==> src/rtl/complex_matrix_packer.sv <==
// Collects one complex element per input beat into a MAT_HEIGHT x MAT_WIDTH matrix
// and emits it as a single wide beat, flagging malformed framing on m_axis_tuser.
module complex_matrix_packer #(
  parameter int MAT_WIDTH    = 4,
  parameter int MAT_HEIGHT   = 4,
  parameter int ELEMENT_SIZE = 32
) (
  input  logic                                       clk,
  input  logic                                       reset,
  input  logic [ELEMENT_SIZE-1:0]                    s_axis_tdata,
  input  logic                                       s_axis_tvalid,
  output logic                                       s_axis_tready,
  input  logic                                       s_axis_tlast,
  input  logic                                       s_axis_tuser,
  output logic [MAT_WIDTH*MAT_HEIGHT*ELEMENT_SIZE-1:0] m_axis_tdata,
  output logic                                       m_axis_tvalid,
  input  logic                                       m_axis_tready,
  output logic                                       m_axis_tlast,
  output logic                                       m_axis_tuser
);
  localparam int N  = MAT_WIDTH * MAT_HEIGHT;
  localparam int IW = (N > 1) ? $clog2(N) : 1;
  localparam int DW = N * ELEMENT_SIZE;

  typedef enum logic [1:0] {INIT, FILL, HOLD} state_t;

  state_t          state_q, state_d;
  logic [IW-1:0]   idx_q, idx_d, slot;
  logic [DW-1:0]   data_q, data_d;
  logic            err_q, err_d;
  logic            tuser_q, tuser_d;
  logic            resync, done;

  always_ff @(posedge clk or posedge reset) begin
    if (reset) begin
      state_q <= INIT;
      idx_q   <= '0;
      data_q  <= '0;
      err_q   <= 1'b0;
      tuser_q <= 1'b0;
    end else begin
      state_q <= state_d;
      idx_q   <= idx_d;
      data_q  <= data_d;
      err_q   <= err_d;
      tuser_q <= tuser_d;
    end
  end

  always_comb begin
    state_d = state_q;
    idx_d   = idx_q;
    data_d  = data_q;
    err_d   = err_q;
    tuser_d = tuser_q;
    slot    = idx_q;
    resync  = 1'b0;
    done    = 1'b0;
    case (state_q)
      INIT: state_d = FILL;
      FILL: begin
        if (s_axis_tvalid) begin
          // A start marker mid-frame drops the partial matrix and restarts at slot 0.
          resync = s_axis_tuser && (idx_q != '0);
          if (resync) begin
            data_d = '0;
            slot   = '0;
            err_d  = 1'b1;
          end
          for (int k = 0; k < N; k++) begin
            if (slot == IW'(k)) data_d[k*ELEMENT_SIZE +: ELEMENT_SIZE] = s_axis_tdata;
          end
          done = (slot == IW'(N-1)) || s_axis_tlast;
          if (done) begin
            state_d = HOLD;
            idx_d   = slot;
            tuser_d = err_d || !s_axis_tlast || (slot != IW'(N-1));
          end else begin
            idx_d = slot + 1'b1;
          end
        end
      end
      HOLD: begin
        if (m_axis_tready) begin
          state_d = FILL;
          data_d  = '0;
          idx_d   = '0;
          err_d   = 1'b0;
          tuser_d = 1'b0;
        end
      end
      default: state_d = INIT;
    endcase
  end

  assign s_axis_tready = (state_q == FILL);
  assign m_axis_tvalid = (state_q == HOLD);
  assign m_axis_tlast  = (state_q == HOLD);
  assign m_axis_tuser  = tuser_q;
  assign m_axis_tdata  = data_q;

endmodule
==> config.mk <==
export PLATFORM = sky130hd
export DESIGN_NAME = complex_matrix_packer
export DESIGN_NICKNAME = d
export VERILOG_FILES = /design/src/rtl/complex_matrix_packer.sv
export SDC_FILE = /design/constraint.sdc
export NUM_CORES = 1
export LEC_CHECK = 0
export CAP_MARGIN = 40
export CORE_MARGIN = 4
export CORE_UTILIZATION = 43
export CTS_CLUSTER_SIZE = 14
export DETAILED_ROUTE_END_ITERATION = 8
export GPL_TIMING_DRIVEN = 0
export PLACE_DENSITY = 0.76
export RECOVER_POWER = 25
export SLEW_MARGIN = 20
export SYNTH_ARGS = -nofsm -noshare
export SYNTH_HDL_FRONTEND = slang
export SYNTH_SLANG_ARGS = --single-unit
export TNS_END_PERCENT = 20
==> constraint.sdc <==
create_clock -name clk -period 18.8 [get_ports clk]
set_clock_uncertainty 0.15 [all_clocks]
set_input_delay 3.76 -clock clk [delete_from_list [all_inputs] [get_ports clk]]
set_output_delay 3.76 -clock clk [all_outputs]
set_load 0.03 [all_outputs]
# [After elaboration in Yosys (flattened, before gate mapping)]
# Cells that the tools add are included.
[word_totals] reg_bits=520 latch_bits=0 ramBits=0 romBits=0 input_bits=38 output_inout_bits=516 elab_cells=126 mem_count=0
[op_classes] add_sub_neg=1 multipliers=0 n_div=0 order_cmp=0 n_eq_ne=37 shift=0 muxes=40 bitwise=0 n_reduce_logical=28
[ops] cell="$mux 512" n=3
[ops] cell="$pmux 512 s2" n=1
[ops] cell="$mux 32" n=16
[ops] cell="$reduce_and 4->1" n=17
[ops] cell="$ne 3x1->1 const B" n=16
[ops] cell="$eq 4x4->1 const B" n=8
[ops] cell="$mux 4" n=6
[ops] cell="$eq 4x3->1 const B" n=4
[ops] cell="$eq 4x2->1 const B" n=2
[ops] cell="$pmux 4 s2" n=1
[ops] cell="$mux 1" n=7
[ops] cell="$mux 2" n=3
[ops] cell="$pmux 2 s3" n=1
[ops] cell="$reduce_and 3->1" n=2
[ops] cell="$add 4x1->4 const B" n=1
[ops] cell="$eq 4x1->1 const B" n=1
[ops] cell="$logic_not 4->1" n=1
[ops] cell="$ne 2x2->1 const B" n=2
[ops] cell="$ne 4x4->1 const B" n=1
[ops] cell="$pmux 1 s2" n=2
[ops] cell="$reduce_bool 4->1" n=1
[ops] cell="$logic_or 1x1->1" n=3
[ops] cell="$eq 2x1->1 const B" n=1
[ops] cell="$eq 2x2->1 const B" n=1
[ops] cell="5 further kinds" n=5

# [Longest topological paths before layout]
[logic_depth] word_depth=10 mapped_depth=9 depth_no_buf=7

# [Worst setup path after synthesis]
# OpenSTA, ideal clock, no wires.
[synth_path] path_kind="in2reg" from="input s_axis_tuser" to="register data_q[416] (netlist: m_axis_tdata[416])" setup_time_ns=0.132 t_arrival_ns=5.168 required_time_ns=18.518 path_slack_ns=13.351 path_stages=8 n_path_buf=2 cell_sequence="clkbuf_1 > nor2b_1 > inv_1 > ha_1 > nor2b_1 > nand3_1 > clkbuf_1 > o2bb2ai_1"
[synth_via] elab_chain_len=8 word_cells_on_any_way=10 classes_between="2 x eq/ne; 6 x mux; 2 x reduce/logical"
[synth_lines] item="start, declared" line="14" text="input logic s_axis_tuser,"
[synth_lines] item="$logic_and 1x1->1 *" line="64" text="resync = s_axis_tuser && (idx_q != '0);"
[synth_lines] item="$mux 4" line="65" text="if (resync) begin"
[synth_lines] item="$mux 4" line="62" text="if (s_axis_tvalid) begin"
[synth_lines] item="$mux 4" line="59" text="case (state_q)"
[synth_lines] item="$eq 4x4->1" line="71" text="if (slot == IW'(k)) data_d[k*ELEMENT_SIZE +: ELEMENT_SIZE] = s_axis_tdata;"
[synth_lines] item="$mux 32" line="71"
[synth_lines] item="$mux 512" line="62"
[synth_lines] item="$pmux 512 s2" line="59"
[synth_lines] item="end signal, assigned" line="44" text="data_q <= data_d;"
[synth_lines] item="end, declared" line="29" text="logic [DW-1:0] data_q, data_d;"
# Mark *: on every way between the ends. The rest lies on a longest branch, timed or not. The select of a mux whose other input is x is not followed.
# A chain may end at the register's enable or synchronous reset.

==> flow_metrics.tcl <==
set metrics [dict create \
    status "complete, but fails checks" \
    violations "max-capacitance violations, max-slew violations" \
    end_kind "async pin" \
    cts.sinks 520 \
    setup_viol 0 \
    multi_input_area_um2 5400 \
    syn_to_final_growth_pct 42.7 \
    cts_root_buf "clkbuf_16" \
    first_pass_iters 5 \
    drtIter0Drc 1398 \
    async_flop_share_pct 100 \
    max_cap_viol_count 3 \
    post_cts_buffers 0 \
    port_buffers 553 \
    finalCritPeriodShare_pct 49.0 \
    yosysMostFrequentCell "dfrtp_1" \
    netlist_area_um2 19200 \
    cp.depth 3 \
    cts_hold_buf 0 \
    setup.worst_path.start "reset" \
    cp-endpoint "m_axis_tdata[131]$_DFFE_PP0P_" \
    drc 0 \
    slew_viol_final 196 \
    fp.dieW_um 219 \
    htree_levels 2 \
    ir_drop_mv 0.0792 \
    synthDistinctLibCells 36 \
    worstReg2RegEnd "m_axis_tdata[241]$_DFFE_PP0P_" \
    cts_buffers 52 \
    synth_top_area_share_pct 67.8 \
    rrSetupSlack_ps 15510 \
    final_cells 2574 \
    yosys.area.top_type "dfrtp_1" \
    worstReg2RegStart "state_q[1]$_DFFE_PP0P_" \
    seqCellArea_um2 13000 \
    die_height_um 219 \
    grt_pass1_wl_um 106000 \
    fin_crit_ps 9220 \
    core.rowCount 77 \
    synth_common_cells "dfrtp_1, o2bb2ai_1, clkbuf_1" \
    worstSetupStartpointType "input pin" \
    synth_top_flop_cell "dfrtp_1" \
    synth_cells 1322 \
    worst_slew_pin_slew_ps 4250 \
    grt.overflow.total 0 \
    viasPerCell 5.82 \
    cp_slowest_cell "clkbuf_1" \
    cts_tree "yes" \
    place.gp.congestion 0.926 \
    cts.clk_slew.worst_paths_ps 60 \
    clk_latency_ps 590 \
    hold_depth 1 \
    synth_area_leaders "dfrtp_1, o2bb2ai_1, clkbuf_1" \
    design.die.area_um2 48100 \
    synth_edf_count 0 \
    grt_usage_pct 29.2 \
    cts_resized 0 \
    fillCellCount 3338 \
    wl_per_cell_um 27.8 \
    seq_area_frac_synth_pct 67.8 \
    coreArea_um2 44200 \
    dp.cells 2479 \
    worstPathMaxFanout 80 \
    start_util_pct 43.4 \
    critPathArrivalTime_ps 8760 \
    io_pins 554 \
    antenna_found_initial 1 \
    path_cells "dlygate4sd3_1 > clkinvlp_2 > clkbuf_1" \
    worst-setup-path-type "input pin to async pin" \
    final_util_pct 62.0 \
    ys_warn_count 0 \
    avgSynthCellArea_um2 14.5 \
    vias 14984 \
    diodes 0 \
    grt_max_degree 106 \
    reg2reg_depth 9 \
    hold_path.class "register to register" \
    nets 1989 \
    synth_nets 1369 \
    yosys_register_bits 520 \
    routed_wl_um 71600 \
    cpPeakStageDelay_ps 3050 \
    fmax_mhz 108 \
    p_leak_uw 0.0114 \
    grt_pass1_vias 15673 \
    ant_nets 0 \
    rsz0062_at_grt "false" \
    cts_max_path_buffers 3 \
    max-slew-margin-rel_pct -183 \
    drive_above_1_share_pct 7.92 \
    hpwlAfterDp_um 52600 \
    crit_required_ps 18340 \
    pwr_density_cell_nw_per_um2 139 \
    crit_family "buffers and inverters" \
    hold_viol_final 0 \
    crit_buf_inv 3 \
]
-- metrics by stage --
step                setup TNS (ps)  hold WS, ps  worst slack [ps]  power, µW  area [µm²]
global route                     0          348              8380       3950       27400
CTS                              0          340             12520       3810       27400
detailed placement               0          322             12030       2760       25700
floorplan                        0          335               363       2120       19200
finish                           0          335              9580       3800       27400
global placement          -2399680          320             -4670       2710       25500
-- registers in the layout (all words and copies together) (netlist names) --
signal        cells
m_axis_tuser      1
err_q             1
m_axis_tdata    512
state_q           2
idx_q             4
-- layer usage --
layer  wire, µm  part of all wire (%)  GRT usage [%]  up-vias
li1           -                     -              -     6320
met1      28800                    40           38.0     7852
met2      34500                    48           47.8      680
met3       6050                   8.5           8.76      130
met4       2150                   3.0           8.36        2
met5         13                 0.018              0        -
-- where the power goes --
group	total (µW)	switching [µW]	leakage (µW)	internal, µW
registers	1260	57.9	0.00720	1210
clock network	1060	437	0.000858	619
logic	1480	1050	0.00334	429
total	3800	1550	0.0114	2250
-- kinds of logic (layout without fill, tap and decap cells) --
group                    after synthesis  count (layout)  synth area share, %
AO/OA/AOI/OAI                        547             547                 25.0
flip-flops                           520             520                 67.8
buffers and inverters                147             807                 4.14
AND/OR/NAND/NOR                       98              98                 2.42
adder cells (fa/ha/maj)                9               9                0.586
multiplexers                           1               1               0.0521
-- worst register-to-register path, delay by kind of cell, from the launching register on --
family	cells	cell delay, ps
simple gates	3	830
compound gates	1	150
fa+ha+maj	1	320
flops	1	400
buf+inv	4	1300
-- final cells by class --
type | count | area share (%)
multi-input combinational | 655 | 19.7
timing repair buffer | 566 | 20.9
clock inverter | 16 | 0.671
clock buffer | 78 | 5.62
tap | 592 | 2.70
inverter | 8 | 0.114
buffer | 139 | 2.79
sequential | 520 | 47.5
-- cells in the final DEF (no fill, tap or decap), drive strengths merged, types with 2 or more instances in the layout --
cell,netlist,routed
nand2,50,50
clkbuf,85,165
nor2,14,14
and2,4,4
clkinv,0,12
a31oi,3,3
o21ai,17,17
nand3,4,4
a32o,2,2
bufinv,0,4
buf,54,65
ha,9,9
dlygate4sd3,0,2
a21oi,4,4
nand3b,2,2
o2bb2ai,512,512
o21bai,2,2
nor2b,8,8
dfrtp,520,520
clkdlybuf4s50,0,551
nand2b,9,9
inv,8,7
and4b,2,2
-- worst min path at each step --
stage | startpoint | slack (ps) | end
after detailed placement | m_axis_tdata[259]$_DFFE_PP0P_ | 320 | m_axis_tdata[259]$_DFFE_PP0P_
after floorplan | err_q$_DFFE_PP0P_ | 340 | err_q$_DFFE_PP0P_
final | m_axis_tdata[315]$_DFFE_PP0P_ | 340 | m_axis_tdata[315]$_DFFE_PP0P_
after global placement | m_axis_tdata[385]$_DFFE_PP0P_ | 320 | m_axis_tdata[385]$_DFFE_PP0P_
after global routing | m_axis_tdata[357]$_DFFE_PP0P_ | 350 | m_axis_tdata[357]$_DFFE_PP0P_
after CTS | m_axis_tdata[407]$_DFFE_PP0P_ | 340 | m_axis_tdata[407]$_DFFE_PP0P_
Note: power is estimated with default switching activity, not from simulation.
